### config.mk
export PLATFORM = sky130hd
export DESIGN_NAME = reg_file_wb
export DESIGN_NICKNAME = d
export VERILOG_FILES = /design/src/rtl/reg_file_wb_pkg.sv /design/src/rtl/reg_file_wb.sv
export SDC_FILE = /design/constraint.sdc
export NUM_CORES = 1
export LEC_CHECK = 0
export ABC_AREA = 1
export CAP_MARGIN = 20
export CORE_ASPECT_RATIO = 0.6
export CORE_MARGIN = 2
export CORE_UTILIZATION = 58
export CTS_CLUSTER_DIAMETER = 120
export DETAILED_ROUTE_END_ITERATION = 8
export PLACE_DENSITY = 0.81
export SLEW_MARGIN = 20
export SYNTH_ARGS = -nofsm -noshare
export SYNTH_HDL_FRONTEND = slang
export SYNTH_SLANG_ARGS = --single-unit
### constraint.sdc
create_clock -name Clk -period 2.3 [get_ports Clk]
set_input_delay 0.23 -clock Clk [delete_from_list [all_inputs] [get_ports Clk]]
set_output_delay 0.23 -clock Clk [all_outputs]
set_load 0.02 [all_outputs]
### src/rtl/reg_file_wb_pkg.sv
// Shared datapath constants and the ALU operation encoding used alongside the
// register file.
package Definitions;
  localparam int REG_W = 8;
  localparam int REG_A = 3;

  typedef enum logic [2:0] {
    ALU_ADD = 3'd0,
    ALU_SUB = 3'd1,
    ALU_AND = 3'd2,
    ALU_OR  = 3'd3,
    ALU_XOR = 3'd4,
    ALU_SHL = 3'd5,
    ALU_SHR = 3'd6,
    ALU_PASS = 3'd7
  } alu_op_e;
endpackage

### src/rtl/reg_file_wb.sv
// Register file with a one-entry writeback stage, read-side forwarding from
// that stage, and a registered ALU status-flag triple.
module reg_file_wb
  import Definitions::*;
#(
  parameter int W = REG_W,
  parameter int A = REG_A
) (
  input  logic         Clk,
  input  logic         Reset,
  input  logic [A-1:0] RaddrA,
  input  logic [A-1:0] RaddrB,
  output logic [W-1:0] DataOutA,
  output logic [W-1:0] DataOutB,
  input  logic         WrEn,
  input  logic [A-1:0] WaddrIn,
  input  logic [W-1:0] DataIn,
  input  logic         ZeroIn,
  input  logic         ParityIn,
  input  logic         OddIn,
  input  logic         FlagWrEn,
  output logic         ZeroOut,
  output logic         ParityOut,
  output logic         OddOut,
  output logic         PendValid
);

  logic [W-1:0] r_regs [2**A];
  logic         r_pend_vld_p1;
  logic [A-1:0] r_pend_addr_p1;
  logic [W-1:0] r_pend_data_p1;
  logic [2:0]   r_flags;

  // Writeback stage: the held entry retires into the array on the same edge a
  // new one is captured, so back-to-back writes never stall.
  always_ff @(posedge Clk) begin
    if (Reset) begin
      for (int i = 0; i < 2**A; i++) r_regs[i] <= '0;
      r_pend_vld_p1  <= 1'b0;
      r_pend_addr_p1 <= '0;
      r_pend_data_p1 <= '0;
      r_flags        <= '0;
    end else begin
      if (r_pend_vld_p1) r_regs[r_pend_addr_p1] <= r_pend_data_p1;
      r_pend_vld_p1 <= WrEn;
      if (WrEn) begin
        r_pend_addr_p1 <= WaddrIn;
        r_pend_data_p1 <= DataIn;
      end
      if (FlagWrEn) r_flags <= {ZeroIn, ParityIn, OddIn};
    end
  end

  // Reads see the uncommitted entry first; DataIn itself is never bypassed.
  logic w_hit_a;
  logic w_hit_b;

  assign w_hit_a  = r_pend_vld_p1 && (RaddrA == r_pend_addr_p1);
  assign w_hit_b  = r_pend_vld_p1 && (RaddrB == r_pend_addr_p1);
  assign DataOutA = w_hit_a ? r_pend_data_p1 : r_regs[RaddrA];
  assign DataOutB = w_hit_b ? r_pend_data_p1 : r_regs[RaddrB];

  assign PendValid = r_pend_vld_p1;
  assign ZeroOut   = r_flags[2];
  assign ParityOut = r_flags[1];
  assign OddOut    = r_flags[0];

endmodule

==> results.sh <==
export IMPL_antennaDiodeCount=0
export IMPL_cp_arrival_ps=1910
export IMPL_synth_commonest_cells="188 x sky130_fd_sc_hd__nand2_1, 110 x sky130_fd_sc_hd__nand3_1, 76 x sky130_fd_sc_hd__nor2_1"
export IMPL_route_final_wire_length_mm=14.6
export IMPL_yosys_area_share_xor_xnor_pct=0
export IMPL_mappedNetlistNets=625
export IMPL_synth_top_family_by_area="simple AND/OR/NAND/NOR gates"
export IMPL_hold_viol=0
export IMPL_run_status="finished, final reports clean"
export IMPL_cts_htree_levels=3
export IMPL_hold_path_class="in -> reg"
export IMPL_port_buffers=43
export IMPL_postCtsSetupRepairBufs=0
export IMPL_sequential_to_total_area_share_from_yosys_stat_pct=48.8
export IMPL_synthSimpleGateAreaFrac_pct=37.7
export IMPL_synth_top_cell_by_area="sky130_fd_sc_hd__edfxtp_1"
export IMPL_synth_top_area_share_pct=42.2
export IMPL_critPathCaptureType="output port"
export IMPL_ys_dominant_reg_cell="sky130_fd_sc_hd__edfxtp_1"
export IMPL_grt_ovfl_total=0
export IMPL_postSynthRegisterBits=79
export IMPL_powerDensity_nw_per_um2=676
export IMPL_area_growth_syn_to_layout_pct=19.7
export IMPL_hpwl_mm=10.8
export IMPL_worst_slew_pin_transition_ps=534
export IMPL_via_count=4375
export IMPL_crit_path_start_kind="primary input"
export IMPL_final_setup_worst_slack_ps=158
export IMPL_cts_hold_buffers=0
export IMPL_syn_cell_area_um2=4550
export IMPL_grt_max_degree=33
export IMPL_remaining_drc_errors=0
export IMPL_worst_hold_margin_ps=452
export IMPL_synth_edf_count=64
export IMPL_initialDrtViolationCount=630
export IMPL_slew_viol_final=0
export IMPL_yosys_warnings=0
export IMPL_totalNegativeSetupSlack_ps=0
export IMPL_grt_use_met3_pct=13.8
export IMPL_final_layout_size_suffix_gt1_share_pct=10.7
export IMPL_floorplan_rows=24
export IMPL_ctsRootBufferMaster="sky130_fd_sc_hd__clkbuf_16"
export IMPL_vias_per_std_cell=5.75
export IMPL_final_critical_path_share_of_the_clock_period_pct=93.1
export IMPL_track_usage_pct=35.7
export IMPL_max_cap_viol_count=0
export IMPL_postSynthCellCount=601
export IMPL_floorplan_io_pins=44
export IMPL_global_route_wire_length_before_repair_mm=22.3
export IMPL_die_area_um2=8590
export IMPL_critical_path_peak_fanout=9
export IMPL_synth_compound_gate_area_share_pct=2.75
export IMPL_tritoncts_num_sinks=79
export IMPL_fin_nets=676
export IMPL_synth_avg_cell_area_um2=7.57
export IMPL_preCtsSetupSlack_ps=-83.7
export IMPL_grt_setup_unrepaired="no"
export IMPL_gr_max_usage_layer="met2"
export IMPL_met2_global_route_usage_pct=54.1
export IMPL_via_count_of_the_first_global_routing_pass=4057
export IMPL_clk_latency_ps=340
export IMPL_place_gp_congestion=0.993
export IMPL_asyncSetResetFlopFracSynth_pct=0
export IMPL_num_fill_cells=588
export IMPL_remaining_max_slew_budget_at_the_tightest_pin_pct=64.3
export IMPL_grt_antenna_before_repair=1
export IMPL_grt_met1_usage_pct=47.2
export IMPL_synth_distinct_cells=22
export IMPL_dpl_cell_count=745
export IMPL_cts_resized_gates=17
export IMPL_final_setup_viol_count=0
export IMPL_floorplan_die_width_um=118
export IMPL_most_repeated_cell_in_the_gate_level_netlist_after_synthesis="sky130_fd_sc_hd__nand2_1"
export IMPL_design_core_area_um2=7420
export IMPL_yosys_top_cells_area="sky130_fd_sc_hd__edfxtp_1 42%, sky130_fd_sc_hd__nand2_1 16%, sky130_fd_sc_hd__nand3_1 12%, sky130_fd_sc_hd__dfxtp_1 6.6%, sky130_fd_sc_hd__nor2_1 6.3%"
export IMPL_power_static_leakage_nw=2.53
export IMPL_worst_clock_skew_ps=5.17
export IMPL_synth_adder_area_share_pct=0
export IMPL_synth_mux_area_fraction_pct=0
export IMPL_cts_clk_slew_worst_paths_ps=60
export IMPL_total_power_mw=3.68
export IMPL_final_cells=761
export IMPL_final_antenna_net_count=0
export IMPL_detail_route_wl_per_cell_um=19.2
export IMPL_total_area_of_multi_input_combinational_cells_um2=1840
export IMPL_drt_pre_antenna_iters=6
export IMPL_clock_tree_from_tritoncts="built"
export IMPL_ir_drop_uv=704
export IMPL_worstSetupPathType="in -> out"
export IMPL_cts_buffers_inserted=9
export IMPL_dieHeight_um=72.6
export IMPL_final_period_minus_worst_setup_slack_ps=2140
export IMPL_max_clock_path_buffers=2
export IMPL_layout_area_seq_um2=2220
export IMPL_critical_path_rt_ps=2070
export IMPL_max_freq_mhz=467
export IMPL_floorplan_initialDensity_pct=61.3
## power breakdown
group          leakage [nW]  total, mW  switching [mW]  internal, mW
Clock                 0.148       1.42           0.650         0.769
Combinational          1.60      0.620           0.409         0.212
Sequential            0.791       1.65          0.0419          1.60
Total                  2.53       3.68            1.10          2.58
## through the flow
step	util, %	instance area (um2)
2_1_floorplan	-	4550
3_3_place_gp	69.6	5160
3_5_place_dp	69.6	5160
4_1_cts	73.4	5450
5_1_grt	73.4	5450
6_report	73.4	5450
## placed cells by master, fill, tap and decap left out, drive strengths merged
cell type,instances
clkinv,11
inv,75
a21oi,11
dlymetal6s2s,1
dlygate4sd2,16
clkdlybuf4s50,26
clkbuf,9
edfxtp,64
nor2,82
dfxtp,15
nand2,200
o21ai,14
nand3,110
buf,23
## critical path, stage by stage
cell and delay [ps]:
sky130_fd_sc_hd__clkdlybuf4s50_1 590, sky130_fd_sc_hd__inv_4 90, sky130_fd_sc_hd__nand2_1 70, sky130_fd_sc_hd__nand2_1 60
sky130_fd_sc_hd__nor2_2 120, sky130_fd_sc_hd__nand2_4 130, sky130_fd_sc_hd__inv_6 110, sky130_fd_sc_hd__nand2_1 100
sky130_fd_sc_hd__nand2_1 80, sky130_fd_sc_hd__dlygate4sd2_1 330
## sequential cells by signal (all words and copies together), names as in the netlist
signal,count
r_pend_addr_p1,3
r_regs,64
PendValid,1
r_pend_data_p1,8
r_flags,3
## layout make-up
type | count | area share, %
timing repair buffer | 66 | 11.7
tap | 104 | 2.39
multi-input combinational | 417 | 33.7
inverter | 79 | 5.90
clock buffer | 9 | 4.13
clock inverter | 7 | 1.36
sequential | 79 | 40.8
## cell families (layout without fill, tap and decap cells)
logic type,Yosys count,in the layout
flip-flops,79,79
AO/OA/AOI/OAI,25,25
AND/OR/NAND/NOR,392,392
buffers and inverters,105,161
## path summary, 6_finish.rpt
path                           startpoint                          to  slack, ps  cells past startpoint
setup reg to reg     PendValid$_SDFF_PP0_  r_regs[0][6]$_SDFFCE_PN0P_        490                      4
hold reg to reg   r_flags[1]$_SDFFE_PP0P_     r_flags[1]$_SDFFE_PP0P_        510                      2
setup / recovery                RaddrB[0]                 DataOutB[3]        160                     10
hold / removal                      Reset        PendValid$_SDFF_PP0_        450                      2
## layer usage
metal / wire (um) / vias up
li1: - / 2022
met1: 5740 / 1998
met2: 6200 / 314
met3: 2350 / 39
met4: 280 / 2
met5: 54 / -
No activity file was read; power rests on OpenSTA's default activity.
